[config.mk]
export PLATFORM = sky130hd
export DESIGN_NAME = coeff_mac_accumulator
export DESIGN_NICKNAME = d
export VERILOG_FILES = /design/src/rtl/coeff_mac_accumulator.sv
export SDC_FILE = /design/constraint.sdc
export NUM_CORES = 1
export LEC_CHECK = 0
export CAP_MARGIN = 20
export CORE_UTILIZATION = 63
export DETAILED_ROUTE_END_ITERATION = 16
export PLACE_DENSITY_LB_ADDON = 0.3
export SLEW_MARGIN = 20
export SYNTH_ARGS = -nofsm -noshare
export SYNTH_HDL_FRONTEND = slang
export SYNTH_SLANG_ARGS = --single-unit
[constraint.sdc]
create_clock -name clk -period 5.35 [get_ports clk]
set_input_delay 1.07 -clock clk [delete_from_list [all_inputs] [get_ports clk]]
set_output_delay 1.07 -clock clk [all_outputs]
set_load 0.01 [all_outputs]
[src/rtl/coeff_mac_accumulator.sv]
// Consumer end of the rotating coefficient stream. It multiply-accumulates serial
// 2-bit signed coefficients into N accumulators, then streams out the result polynomial.
module coeff_mac_accumulator #(
  parameter int N  = 4,
  parameter int W  = 8,
  parameter int BW = 4
) (
  input  logic          clk,
  input  logic          rst_n,
  input  logic          start,
  input  logic          coeff_valid,
  input  logic [1:0]    coeff,
  input  logic [BW-1:0] b_coeff,
  input  logic          res_ready,
  output logic          busy,
  output logic          res_valid,
  output logic [W-1:0]  res_data,
  output logic          res_last
);

  localparam int CW = (N > 1) ? $clog2(N) : 1;
  localparam logic [CW-1:0] LAST = CW'(N - 1);

  typedef enum logic [1:0] {
    S_IDLE = 2'd0,
    S_ACC  = 2'd1,
    S_OUT  = 2'd2
  } state_t;

  state_t        r_state, w_state_nxt;
  logic [CW-1:0] r_row, w_row_nxt;
  logic [CW-1:0] r_col, w_col_nxt;
  logic [CW-1:0] r_idx, w_idx_nxt;
  logic [CW-1:0] w_tgt;
  logic [W-1:0]  r_acc     [N];
  logic [W-1:0]  w_acc_nxt [N];

  logic          r_busy, w_busy_nxt;
  logic          r_res_valid, w_res_valid_nxt;
  logic [W-1:0]  r_res_data, w_res_data_nxt;
  logic          r_res_last, w_res_last_nxt;

  // The 2-bit code is already two's complement (10 = -2), so both operands
  // are sign-extended to BW+2 bits, which holds every possible product.
  function automatic logic [W-1:0] beat_term(input logic [1:0] c, input logic [BW-1:0] b);
    logic signed [BW+1:0] p;
    p = $signed({{BW{c[1]}}, c}) * $signed({{2{b[BW-1]}}, b});
    return W'(p);
  endfunction

  assign w_tgt = LAST - r_col;

  // State register together with the registered output stage
  always_ff @(posedge clk or negedge rst_n) begin
    if (!rst_n) begin
      r_state     <= S_IDLE;
      r_row       <= '0;
      r_col       <= '0;
      r_idx       <= '0;
      for (int k = 0; k < N; k++) r_acc[k] <= '0;
      r_busy      <= 1'b0;
      r_res_valid <= 1'b0;
      r_res_data  <= '0;
      r_res_last  <= 1'b0;
    end else begin
      r_state     <= w_state_nxt;
      r_row       <= w_row_nxt;
      r_col       <= w_col_nxt;
      r_idx       <= w_idx_nxt;
      for (int k = 0; k < N; k++) r_acc[k] <= w_acc_nxt[k];
      r_busy      <= w_busy_nxt;
      r_res_valid <= w_res_valid_nxt;
      r_res_data  <= w_res_data_nxt;
      r_res_last  <= w_res_last_nxt;
    end
  end

  // Next-state logic: accumulation walk and output index
  always_comb begin
    w_state_nxt = r_state;
    w_row_nxt   = r_row;
    w_col_nxt   = r_col;
    w_idx_nxt   = r_idx;
    w_acc_nxt   = r_acc;
    case (r_state)
      S_IDLE: begin
        if (start) begin
          for (int k = 0; k < N; k++) w_acc_nxt[k] = '0;
          w_row_nxt   = '0;
          w_col_nxt   = '0;
          w_state_nxt = S_ACC;
        end else begin
          w_state_nxt = S_IDLE;
        end
      end
      S_ACC: begin
        if (coeff_valid) begin
          w_acc_nxt[w_tgt] = r_acc[w_tgt] + beat_term(coeff, b_coeff);
          if (r_col == LAST) begin
            w_col_nxt = '0;
            if (r_row == LAST) begin
              w_row_nxt   = '0;
              w_idx_nxt   = '0;
              w_state_nxt = S_OUT;
            end else begin
              w_row_nxt = r_row + CW'(1);
            end
          end else begin
            w_col_nxt = r_col + CW'(1);
          end
        end else begin
          w_state_nxt = S_ACC;
        end
      end
      S_OUT: begin
        // res_valid is always high while in OUT, so res_ready alone is the handshake
        if (res_ready) begin
          if (r_idx == LAST) begin
            w_idx_nxt   = '0;
            w_state_nxt = S_IDLE;
          end else begin
            w_idx_nxt = r_idx + CW'(1);
          end
        end else begin
          w_state_nxt = S_OUT;
        end
      end
      default: begin
        w_state_nxt = S_IDLE;
      end
    endcase
  end

  // Output logic, evaluated on next-state values so the outputs can be registered
  always_comb begin
    w_busy_nxt      = (w_state_nxt != S_IDLE);
    w_res_valid_nxt = 1'b0;
    w_res_data_nxt  = '0;
    w_res_last_nxt  = 1'b0;
    if (w_state_nxt == S_OUT) begin
      w_res_valid_nxt = 1'b1;
      w_res_data_nxt  = w_acc_nxt[w_idx_nxt];
      w_res_last_nxt  = (w_idx_nxt == LAST);
    end else begin
      w_res_valid_nxt = 1'b0;
    end
  end

  assign busy      = r_busy;
  assign res_valid = r_res_valid;
  assign res_data  = r_res_data;
  assign res_last  = r_res_last;

endmodule

==> results of run 1 <==
-- cell usage in the layout (no fill, tap or decap), types with 13 or more instances in the layout --
master           synthesis  routed
a22o_1                  19      19
o21ai_0                 18      18
ha_1                    22      22
dfrtp_1                 51      51
inv_1                   14      14
mux2i_1                 13      13
clkdlybuf4s50_1          0      20
a21oi_1                 16      16
nand2_1                 37      37
-- state kept, by name (all words and copies together), names as in the netlist --
signal and flops:
res_last 1, r_state 2, res_valid 1, r_idx 2
r_row 2, r_col 2, res_data 8, r_acc 32
busy 1
-- synthesized netlist by cell type, types with 2 or more instances --
| library cell | count |
|---|---|
| o31ai_1 | 3 |
| mux4_2 | 8 |
| o21a_1 | 3 |
| and2_1 | 3 |
| buf_4 | 2 |
| buf_2 | 6 |
| and3_1 | 5 |
| a21o_1 | 12 |
| xnor2_1 | 3 |
| a31oi_1 | 2 |
| nand3_1 | 7 |
| fa_1 | 3 |
| a22o_1 | 19 |
| ha_1 | 22 |
| nand2_1 | 37 |
| buf_1 | 2 |
| inv_1 | 14 |
| a21oi_1 | 16 |
| a2111oi_0 | 2 |
| nor2_1 | 12 |
| nand2b_1 | 3 |
| nor3_1 | 3 |
| a21boi_0 | 2 |
| o22ai_1 | 2 |
| mux2i_1 | 13 |
| o21bai_1 | 2 |
| o21ai_0 | 18 |
| o211ai_1 | 4 |
| xor2_1 | 3 |
| dfrtp_1 | 51 |
| clkbuf_1 | 2 |
-- layer usage --
layer | vias to the layer above | routed length [um]
met4 | 0 | 100
met3 | 12 | 446
li1 | 1130 | -
met2 | 101 | 3360
met5 | - | 0
met1 | 1141 | 3260
-- worst max-delay path, cell delays in order --
cell and delay, ns:
clkdlybuf4s50_1 0.50, inv_1 0.09, fa_1 0.41, inv_1 0.06, ha_1 0.17, fa_1 0.43
ha_1 0.34, a21o_1 0.19, a21oi_1 0.23, a21boi_0 0.19, o31ai_1 0.33, mux2i_1 0.12
a221oi_1 0.34
-- cell type report --
| cell class | instances | share of cell area, % |
|---|---|---|
| Clock buffer | 7 | 2.22 |
| Clock inverter | 1 | 0.145 |
| Inverter | 15 | 1.71 |
| Multi-Input combinational cell | 221 | 50.0 |
| Sequential cell | 51 | 37.1 |
| Tap cell | 67 | 2.44 |
| Timing Repair Buffer | 23 | 6.40 |
-- metrics by stage --
| step | hold slack (ns) | power (W) |
|---|---|---|
| CTS | 0.503 | 0.00152 |
| detailed placement | 0.483 | 0.00131 |
| floorplan | 0.454 | 0.00113 |
| finish | 0.500 | 0.00153 |
| global route | 0.543 | 0.00165 |
| global placement | 0.477 | 0.00129 |
-- cell families after synthesis --
group | Yosys count
xor gates and xnor gates | 7
muxes | 21
buffers and inverters | 27
AOI/OAI and AO/OA | 92
and+or+nand+nor | 76
DFF | 51
adders and majority gates | 25
-- how the worst min path moves through the flow --
| stage | slack, ns | from | to |
|---|---|---|---|
| floorplan | 0.45 | r_row[1] | r_row[1] |
| global placement | 0.48 | r_row[1] | r_row[1] |
| detailed placement | 0.48 | r_row[1] | r_row[1] |
| CTS | 0.50 | r_row[1] | r_row[1] |
| global route | 0.54 | r_row[0] | r_row[0] |
| finish | 0.50 | r_row[1] | r_row[1] |
-- power by group --
| part | internal, W | switching (W) |
|---|---|---|
| Combinational | 0.000309 | 0.000433 |
| Clock | 0.0000921 | 0.000123 |
| Sequential | 0.000485 | 0.0000940 |
| Total | 0.000886 | 0.000649 |
==> flow_summary.toml, run 1 <==
[clock_tree]
cts_tree = "done"
cts.path.max_buffers = 2
worstSkewPairLatency_ns = 0.30
cts_root_buf = "clkbuf_8"
ctsHoldBuffers = 0
cts.reportedPaths.clkPinSlew_ns = 0.09
cts.htree.levels = 2
clock-sinks = 51
cts-buffers-inserted = 5
cts_setup_buffers = 0
cts_resized = 0

[critical_path]
startpoint_type = "input pin"
worstPathRequired_ns = 5.54
worstReg2RegEnd = "res_data[6]"
r2r_slack_ns = 1.90
crit_fanout = 4
cp-endpoint = "res_data[5]"
critPathLaunch = "coeff[1]"
ff2ff_path_depth = 9
crit_arrival_ns = 4.47
setup.worst_path.class = "in -> reg"
cp-end-kind = "flip-flop"
r2r_start = "r_col[0]"

[cells_and_area]
post-route-util_pct = 72.4
area_growth_pct = 10.4
fin_area_sq_um = 3440
n_antenna_cell = 0
area.sequential_sq_um = 1280
n_fill_cell = 372
finalNonFillerCells = 385
multiInputGateArea_sq_um = 1720
fin_nets = 353
final_layout_size_suffix_gt1_share_pct = 6.92

[yosys]
synth_edf_count = 0
synthTopCellsByArea = "dfrtp_1, ha_1, mux4_2, a22o_1, nand2_1"
syn-num-nets = 335
synth_top_family_by_area = "compound AO/OA/AOI/OAI gates"
ys_seq_area_share_pct = 41.0
synth_adder_area_share_pct = 10.8
ys_ff_latch = 51
synth_top_area_share_pct = 41.0
async_flop_share_pct = 100
synth_flop_cell = "dfrtp_1"
synth_mux_area_share_pct = 9.96
ys_warn_count = 0
synth_xor_area_share_pct = 2.41
synth-simple-area-share_pct = 11.2
syn_area_sq_um = 3120
syn_area_per_cell_sq_um = 10.4
synth_area_leader_cell = "dfrtp_1"
synth_cell_types = 46
syn_inst = 299
synth-compound-area-share_pct = 20.9

[sta]
post-route-period-util_pct = 80.0
finalHoldViolCount = 0
slew_headroom_pct = 53.8
maxClockFrequency_mhz = 234
tightest_slew_ns = 0.693
min_period_ns = 4.28
finalSetupTns_ns = 0
finalWorstSetupSlack_ns = 1.07
setup_viol = 0
rsz0062_at_grt = "no"
clock_skew_ns = 0.00977
slew_violations = 0

[place]
pre_cts_slack_ns = 0.786
portBuffers = 21
placedInstanceArea_sq_um = 3360
placed_cells = 377
hpwl_mm = 5.01
place.gp.congestion = 0.857

[grt]
top_usage_layer = "met2"
antenna_found_initial = 0
grtUsageMet1_pct = 42.0
use_met3_pct = 4.86
grt_pass1_vias = 2382
grt_use_total_pct = 30.4
grt_pass1_wl_mm = 11.8
grtUsageMet2_pct = 48.6
overflow = 0
grt_max_degree = 52

[routing]
wl_mm = 7.16
ant_nets = 0
first_iter_violations = 253
vias = 2384
viasPerCell = 6.19
drc = 0
wl_per_cell_um = 18.6
dr.pass1.iters = 4

[power_and_ir_drop]
power_density_nw_per_um2 = 446
vdd_ir_drop_max_uv = 274
p_leak_nw = 1.68

[floorplan]
start_util_pct = 65.5
num_rows = 25
die_h_um = 72.3
die-area_sq_um = 5230
die_w_um = 72.3
core_area_sq_um = 4750
num_io_pins = 22

[min_path]
holdPathStages = 2
hold_path.class = "reg -> reg"

[status]
status = "complete, no violations"

[job]
cap_violations = 0
(Power assumes the default switching activity.)
==> run 2: changes to the inputs <==
CORE_UTILIZATION = 59   (was 63)
clock period = 4.4 ns   (was 5.35 ns; I/O delays follow)
==> run 2 against run 1 <==
  * Routed wire length is 4.6% higher
  * Die area is 6.6% higher
  * Global-route usage decreased by 0.53 points
  * Critical endpoint unchanged
==> flow_summary.toml, run 2 (synthesis gave the netlist of run 1 again) <==
[power_and_ir_drop]
vdd_ir_drop_max_uv = 294
p_leak_nw = 1.70
power_density_nw_per_um2 = 563

[routing]
ant_nets = 0
wl_per_cell_um = 19.3
first_iter_violations = 207
wl_mm = 7.49
dr.pass1.iters = 5
vias = 2466
drc = 0
viasPerCell = 6.34

[floorplan]
die_w_um = 74.7
die-area_sq_um = 5570
num_io_pins = 22
die_h_um = 74.7
start_util_pct = 61.0
num_rows = 26
core_area_sq_um = 5110

[sta]
holdWs_ns = 0.427
clock_skew_ns = 0.00870
maxClockFrequency_mhz = 243
finalWorstSetupSlack_ns = 0.285
setup_viol = 0
rsz0062_at_grt = "no"
finalHoldViolCount = 0
finalSetupTns_ns = 0
slew_violations = 0
slew_headroom_pct = 58.0
tightest_slew_ns = 0.629
post-route-period-util_pct = 93.5
min_period_ns = 4.11

[clock_tree]
cts_resized = 0
cts.path.max_buffers = 2
cts_tree = "done"
cts_setup_buffers = 0
worstSkewPairLatency_ns = 0.31
ctsHoldBuffers = 0
cts.htree.levels = 2
cts_root_buf = "clkbuf_8"
cts-buffers-inserted = 5
clock-sinks = 51
cts.reportedPaths.clkPinSlew_ns = 0.09

[critical_path]
cp.buffers_inverters = 3
cp_cell_sequence = "clkdlybuf4s50_1, inv_1, fa_1, inv_1, ha_1, fa_1, ha_1, a21o_1, a21oi_1, a21boi_0, o31ai_1, mux2i_1, a221oi_1"
cp-end-kind = "flip-flop"
r2r_start = "r_col[1]"
r2r_slack_ns = 1.06
worstReg2RegEnd = "res_data[6]"
crit_arrival_ns = 4.32
crit_slowest_cell = "clkdlybuf4s50_1"
crit_fanout = 4
cpLargestDelayFamily = "adder cells"
startpoint_type = "input pin"
ff2ff_path_depth = 8
critical_path_cell_count = 13
setup.worst_path.class = "in -> reg"
worstPathRequired_ns = 4.60
critPathMaxStageDelay_ns = 0.50

[cells_and_area]
n_fill_cell = 413
n_antenna_cell = 0
multiInputGateArea_sq_um = 1720
layout.cells.most_common = "dfrtp_1"
largest-register = "r_acc"
area.sequential_sq_um = 1280
fin_nets = 354
final_layout_size_suffix_gt1_share_pct = 7.84
area_growth_pct = 12.0
largest_reg_flops = 32
most-common-layout-cells = "dfrtp_1, nand2_1, ha_1"

[grt]
grt_use_total_pct = 29.8
grt_max_degree = 41
antenna_found_initial = 0
grt_pass1_vias = 2414
overflow = 0
grt_pass1_wl_mm = 12.1

[place]
place.gp.congestion = 0.870
portBuffers = 21
hpwl_mm = 5.24
pre_cts_slack_ns = 0.00954

[job]
cap_violations = 0

[min_path]
hold_path.class = "in -> async"

[status]
status = "complete, no violations"
run 2: cell count changes in the layout (fill, tap and decap cells not counted), sizes merged:
| cell | before | now |
|---|---|---|
| clkbuf | 7 | 6 |
| bufinv | 0 | 1 |
| buf | 3 | 4 |
run 2: report_power, final:
group	switching [W]	internal (W)
clock	0.000154	0.000184
sequential	0.0000901	0.000590
combinational	0.000565	0.000381
run 2: worst max-delay path by stage:
stage,endpoint,from
floorplan,res_data[7],b_coeff[0]
global placement,res_data[7],coeff[1]
detailed placement,res_data[5],coeff[1]
CTS,res_data[5],coeff[1]
global route,res_data[5],coeff[1]
finish,res_data[5],coeff[1]
run 2: layout make-up:
cell class                 instances  area share (%)
clock inverter                     2            1.00
multi-input combinational        221            49.3
sequential                        51            36.6
tap                               70            2.51
timing repair buffer              24            6.53
clock buffer                       6            2.37
inverter                          15            1.69
run 2: per-stage QoR:
step / power, W / utilization (%) / cell area (sq um) / std cells
detailed placement: 0.00161 / 66.0 / 3370 / 381
global placement: 0.00158 / 66.0 / 3370 / 381
CTS: 0.00195 / 68.3 / 3490 / 389
global route: 0.00209 / 68.3 / 3490 / 389
floorplan: 0.00137 / - / 3120 / 299
finish: 0.00197 / 68.3 / 3490 / 389
run 2: worst reg2reg max path: stages, from the launching register on:
cell and delay (ns):
dfrtp_1 0.75, mux4_2 0.63, fa_1 0.49, a21o_1 0.18
a21oi_1 0.21, o21bai_1 0.09, a21oi_1 0.17, xor2_1 0.16
a2111oi_1 0.50
run 2: per-layer routing:
layer / track usage, % / up-vias / routed length, um / share of wire (%)
met2: 49.6 / 128 / 3660 / 49
met3: 4.82 / 14 / 576 / 7.7
met1: 39.9 / 1192 / 3110 / 42
met4: 10.7 / 0 / 141 / 1.9
met5: 0 / - / 0 / 0
li1: - / 1132 / - / -
